[src/rtl/serial_subtractor_pkg.sv]
// Shared types and helpers for the bit-serial subtractor.
// State encoding plus the bit-counter width calculation used by the top.
package serial_subtractor_pkg;

    typedef enum logic [1:0] {
        IDLE = 2'd0,
        RUN  = 2'd1,
        DONE = 2'd2
    } state_t;

    // Counter width for a WIDTH-bit operand; never narrower than one bit.
    function automatic int cnt_width(input int w);
        return (w <= 2) ? 1 : $clog2(w);
    endfunction

endpackage

[src/rtl/serial_subtractor_full_subtractor.sv]
// One-bit full subtractor cell: d = x - y - bin, bout = borrow out.
// Purely combinational; used as the serial cell and reusable elsewhere.
module full_subtractor (
    input  logic x,
    input  logic y,
    input  logic bin,
    output logic d,
    output logic bout
);

    assign d    = x ^ y ^ bin;
    assign bout = (~x & y) | (~x & bin) | (y & bin);

endmodule

[src/rtl/serial_subtractor.sv]
// Bit-serial WIDTH-bit subtractor (LSB first) behind a start/done handshake.
// Optional macro SERIAL_SUBTRACTOR_OVF_EN adds a two's-complement overflow output.
module serial_subtractor
    import serial_subtractor_pkg::*;
#(
    parameter int WIDTH = 8
) (
    input  logic             clk,
    input  logic             rst_n,
    input  logic             start,
    input  logic [WIDTH-1:0] a,
    input  logic [WIDTH-1:0] b,
    input  logic             bin,
    output logic             ready,
    output logic             busy,
    output logic             done,
    output logic [WIDTH-1:0] diff,
    output logic             bout
`ifdef SERIAL_SUBTRACTOR_OVF_EN
    ,
    output logic             ovf
`endif
);

    localparam int CNT_W = cnt_width(WIDTH);
    localparam logic [CNT_W-1:0] LAST_BIT = CNT_W'(WIDTH - 1);

    state_t           state;
    state_t           state_nx;
    logic [WIDTH-1:0] a_sh;
    logic [WIDTH-1:0] b_sh;
    logic [WIDTH-1:0] res;
    logic [CNT_W-1:0] cnt;
    logic             borrow;
    logic             cell_d;
    logic             cell_bout;
    logic             accept;
    logic             last;

`ifdef SERIAL_SUBTRACTOR_OVF_EN
    logic             a_sign;
    logic             b_sign;
`endif

    full_subtractor u_cell (
        .x    (a_sh[0]),
        .y    (b_sh[0]),
        .bin  (borrow),
        .d    (cell_d),
        .bout (cell_bout)
    );

    assign accept = (state == IDLE) && start;
    assign last   = (state == RUN) && (cnt == LAST_BIT);

    assign ready  = (state == IDLE);
    assign busy   = (state == RUN);
    assign done   = (state == DONE);

    always_ff @(posedge clk or negedge rst_n) begin
        if (!rst_n) begin
            state <= IDLE;
        end else begin
            state <= state_nx;
        end
    end

    always_comb begin
        state_nx = state;
        case (state)
            IDLE:    if (start) state_nx = RUN;
            RUN:     if (last)  state_nx = DONE;
            DONE:    state_nx = IDLE;
            default: state_nx = IDLE;
        endcase
    end

    // Operands shift right one bit per RUN cycle; each difference bit enters at the MSB.
    always_ff @(posedge clk or negedge rst_n) begin
        if (!rst_n) begin
            a_sh   <= '0;
            b_sh   <= '0;
            res    <= '0;
            cnt    <= '0;
            borrow <= 1'b0;
            diff   <= '0;
            bout   <= 1'b0;
`ifdef SERIAL_SUBTRACTOR_OVF_EN
            a_sign <= 1'b0;
            b_sign <= 1'b0;
            ovf    <= 1'b0;
`endif
        end else if (accept) begin
            a_sh   <= a;
            b_sh   <= b;
            res    <= '0;
            cnt    <= '0;
            borrow <= bin;
`ifdef SERIAL_SUBTRACTOR_OVF_EN
            a_sign <= a[WIDTH-1];
            b_sign <= b[WIDTH-1];
`endif
        end else if (state == RUN) begin
            a_sh   <= a_sh >> 1;
            b_sh   <= b_sh >> 1;
            res    <= {cell_d, res[WIDTH-1:1]};
            cnt    <= cnt + CNT_W'(1);
            borrow <= cell_bout;
            if (last) begin
                diff <= {cell_d, res[WIDTH-1:1]};
                bout <= cell_bout;
`ifdef SERIAL_SUBTRACTOR_OVF_EN
                // The final cell output is the result sign bit.
                ovf  <= (a_sign != b_sign) && (cell_d != a_sign);
`endif
            end
        end
    end

endmodule

[config.mk]
export PLATFORM = sky130hd
export DESIGN_NAME = serial_subtractor
export DESIGN_NICKNAME = d
export VERILOG_FILES = /design/src/rtl/serial_subtractor_pkg.sv /design/src/rtl/serial_subtractor_full_subtractor.sv /design/src/rtl/serial_subtractor.sv
export SDC_FILE = /design/constraint.sdc
export NUM_CORES = 1
export LEC_CHECK = 0
export ABC_AREA = 1
export CORE_UTILIZATION = 39
export CTS_CLUSTER_SIZE = 8
export DETAILED_ROUTE_END_ITERATION = 12
export GPL_TIMING_DRIVEN = 0
export MAX_ROUTING_LAYER = met4
export PLACE_DENSITY_LB_ADDON = 0.08
export SLEW_MARGIN = 20
export SYNTH_ARGS = -nofsm -noshare
export SYNTH_HDL_FRONTEND = slang
export SYNTH_SLANG_ARGS = --single-unit
export TNS_END_PERCENT = 1
[constraint.sdc]
create_clock -name clk -period 1.59 [get_ports clk]
set_clock_uncertainty 0.2 [all_clocks]
set_input_delay 0.318 -clock clk [delete_from_list [all_inputs] [get_ports clk]]
set_output_delay 0.318 -clock clk [all_outputs]
set_load 0.05 [all_outputs]
==> flow_summary.json <==
{
  "status": "complete, but fails checks",
  "violations": "setup timing",
  "crit_family": "flip-flops",
  "via_per_inst": 4.64,
  "power_density_nw_per_um2": 1970,
  "slew_headroom": 0.660,
  "yosys_warnings": 0,
  "dr_total_vias": 1493,
  "synth_top_area_frac": 0.523,
  "cts_inserted_buffers": 5,
  "routedWlPerCell_um": 12.4,
  "fmax_ghz": 0.579,
  "grt_max_degree": 21,
  "critPathMaxFanout": 2,
  "drt.antenna.violating_nets": 0,
  "finalPower_w": 0.00485,
  "htreeDepth": 2,
  "clk_latency_ps": 290,
  "layout-drive-gt1-share": 0.200,
  "ys_ff_latch": 38,
  "clkTransAtPathRegs_ps": 70,
  "core_area_um2": 4410,
  "initial_core_util": 0.412,
  "crit_arrival_ps": 1210,
  "leakage_nw": 1.29,
  "period_share": 1.09,
  "endpoint_kind": "output pin",
  "area_growth_pct": 35.5,
  "synth_area_leaders": "dfrtp_1 52%, nand2_1 23%, nand3_1 8.5%",
  "clock_path_buffers": 2,
  "path_cells": "buf_12 > nor2_8 > buf_8 > buf_8",
  "cts_tree": "built",
  "cp_common_cell": "buf_8",
  "critPathLaunchType": "flip-flop",
  "vdd_ir_drop_max_mv": 0.876,
  "syn_nets": 244,
  "gr-total-overflow": 0,
  "critPathSlowestCell": "dfrtp_2",
  "clock-sinks": 38,
  "wl_met1_mm": 2.01,
  "cpPeakStageDelay_ps": 440,
  "r2r_setup_slack_ps": 60,
  "rows": 24,
  "nets": 292,
  "drtIter0Drc": 68,
  "gp_congestion": 0.745,
  "ioPinCount": 32,
  "drc": 0,
  "highest_layer": "met4",
  "root_buffer": "clkbuf_8",
  "period_needed_ps": 1730,
  "first_pass_iters": 4,
  "hp-class": "in2reg",
  "path_class": "reg2out",
  "antenna_found_initial": 0,
  "synthesis.area_um2": 1820,
  "rsz0062_at_grt": "true",
  "tightest_slew_ps": 510,
  "worst-path-buf-inv": 3,
  "synth_cell_types": 19,
  "setup_violations": 3,
  "maxSlewViolCount": 0,
  "avgSynthCellArea_um2": 8.22,
  "dp_hpwl_mm": 2.58,
  "dpl.cell_count": 304,
  "n_antenna_cell": 0,
  "grt_pass1_wl_mm": 7.20,
  "synth_cells": 221,
  "cap_violations": 0,
  "yosysSeqAreaShare": 0.523,
  "dieArea_um2": 4940,
  "final_cell_mix": "110 x nand2_1, 37 x dfrtp_1, 31 x nand3_1, 17 x clkdlybuf4s50_1, 15 x inv_1",
  "wl_met2_mm": 1.74,
  "mostFrequentLayoutCell": "nand2_1",
  "yosys.area.top_type": "dfrtp_1",
  "hold_viol_final": 0,
  "grt_pass1_vias": 1497,
  "met3WireLength_um": 178,
  "track_usage": 0.196,
  "finalNonFillerCells": 322,
  "worstPathRequired_ps": 1070,
  "port-buffer-count": 30,
  "die_x_um": 70.3,
  "finalWorstSetupSlack_ps": -138,
  "routed_wl_mm": 4.00,
  "die_h_um": 70.3
}
## kinds of logic after synthesis
logic type | share of synthesized area
AOI/OAI and AO/OA | 0.0172
adders and majority gates | 0.0248
buffers and inverters | 0.0806
DFF | 0.523
and+or+nand+nor | 0.354
## area by class of cell
class                           instances  area, um^2
Fill cell                             434        1950
Sequential cell                        38         952
Multi-Input combinational cell        156         738
Timing Repair Buffer                   41         435
Buffer                                 10         104
Clock buffer                            6        82.6
Inverter                               17        71.3
Tap cell                               52        65.1
Clock inverter                          2        12.5
## worst paths after layout
kind	from	to	cells past startpoint
min in group asynchronous	rst_n	b_sh[5]	2
worst max-delay path	state[1]	ready	4
max in group asynchronous	rst_n	state[1]	3
worst min-delay path	start	b_sh[3]	4
worst min register to register	diff[2]	diff[2]	2
worst max register to register	state[1]	b_sh[4]	8
## tightest hold or removal path, cell delays in order
cell	delay, ps
buf_2	180
nand3_1	110
nand2_1	50
nand2_1	50
## synthesized netlist by cell type
cell type	count
nor2_8	1
nand3_1	31
nand2_4	1
buf_4	2
buf_2	4
nor2_4	1
o21ai_4	1
ha_1	2
o21ai_0	3
inv_1	15
inv_2	1
nand3_2	1
fa_1	1
nand2_1	110
nand2_2	3
nor2_1	1
buf_6	4
inv_4	1
dfrtp_1	38
## per-stage QoR
| stage | setup slack (ps) | TNS (ps) | hold WS (ps) | util | area (um^2) |
|---|---|---|---|---|---|
| floorplan | 76.7 | 0 | -178 | - | 1820 |
| global placement | -968 | -39030 | 255 | 0.496 | 2190 |
| detailed placement | -652 | -2300 | 106 | 0.501 | 2210 |
| CTS | -136 | -381 | 232 | 0.557 | 2460 |
| global route | -182 | -988 | 248 | 0.558 | 2460 |
| finish | -138 | -370 | 238 | 0.558 | 2460 |
## per-layer routing
| layer | vias up | GRT usage |
|---|---|---|
| li1 | 780 | - |
| met1 | 677 | 0.265 |
| met2 | 30 | 0.289 |
| met3 | 6 | 0.0476 |
| met4 | 0 | 0.0667 |
| met5 | - | - |
## where the power goes
| part | leakage [nW] | internal [W] | switching [W] |
|---|---|---|---|
| Clock | 0.0472 | 0.000348 | 0.000352 |
| Combinational | 0.765 | 0.000986 | 0.00149 |
| Sequential | 0.477 | 0.00141 | 0.000256 |
## timing repair
item	4_1_cts	5_1_grt
pin swaps	3	1
buffers inserted	9	0
gates cloned	0	0
hold buffers	1	0
endpoints found under the hold margin	18	0
resized for setup	61	1
setup endpoints to repair	12	32
## flip-flops by register name (all words and copies together) (netlist names)
| name | flops |
|---|---|
| a_sh | 8 |
| b_sh | 8 |
| borrow | 1 |
| bout | 1 |
| cnt | 3 |
| diff | 8 |
| res | 7 |
| state | 2 |
Note: power is estimated with default switching activity, not from simulation.
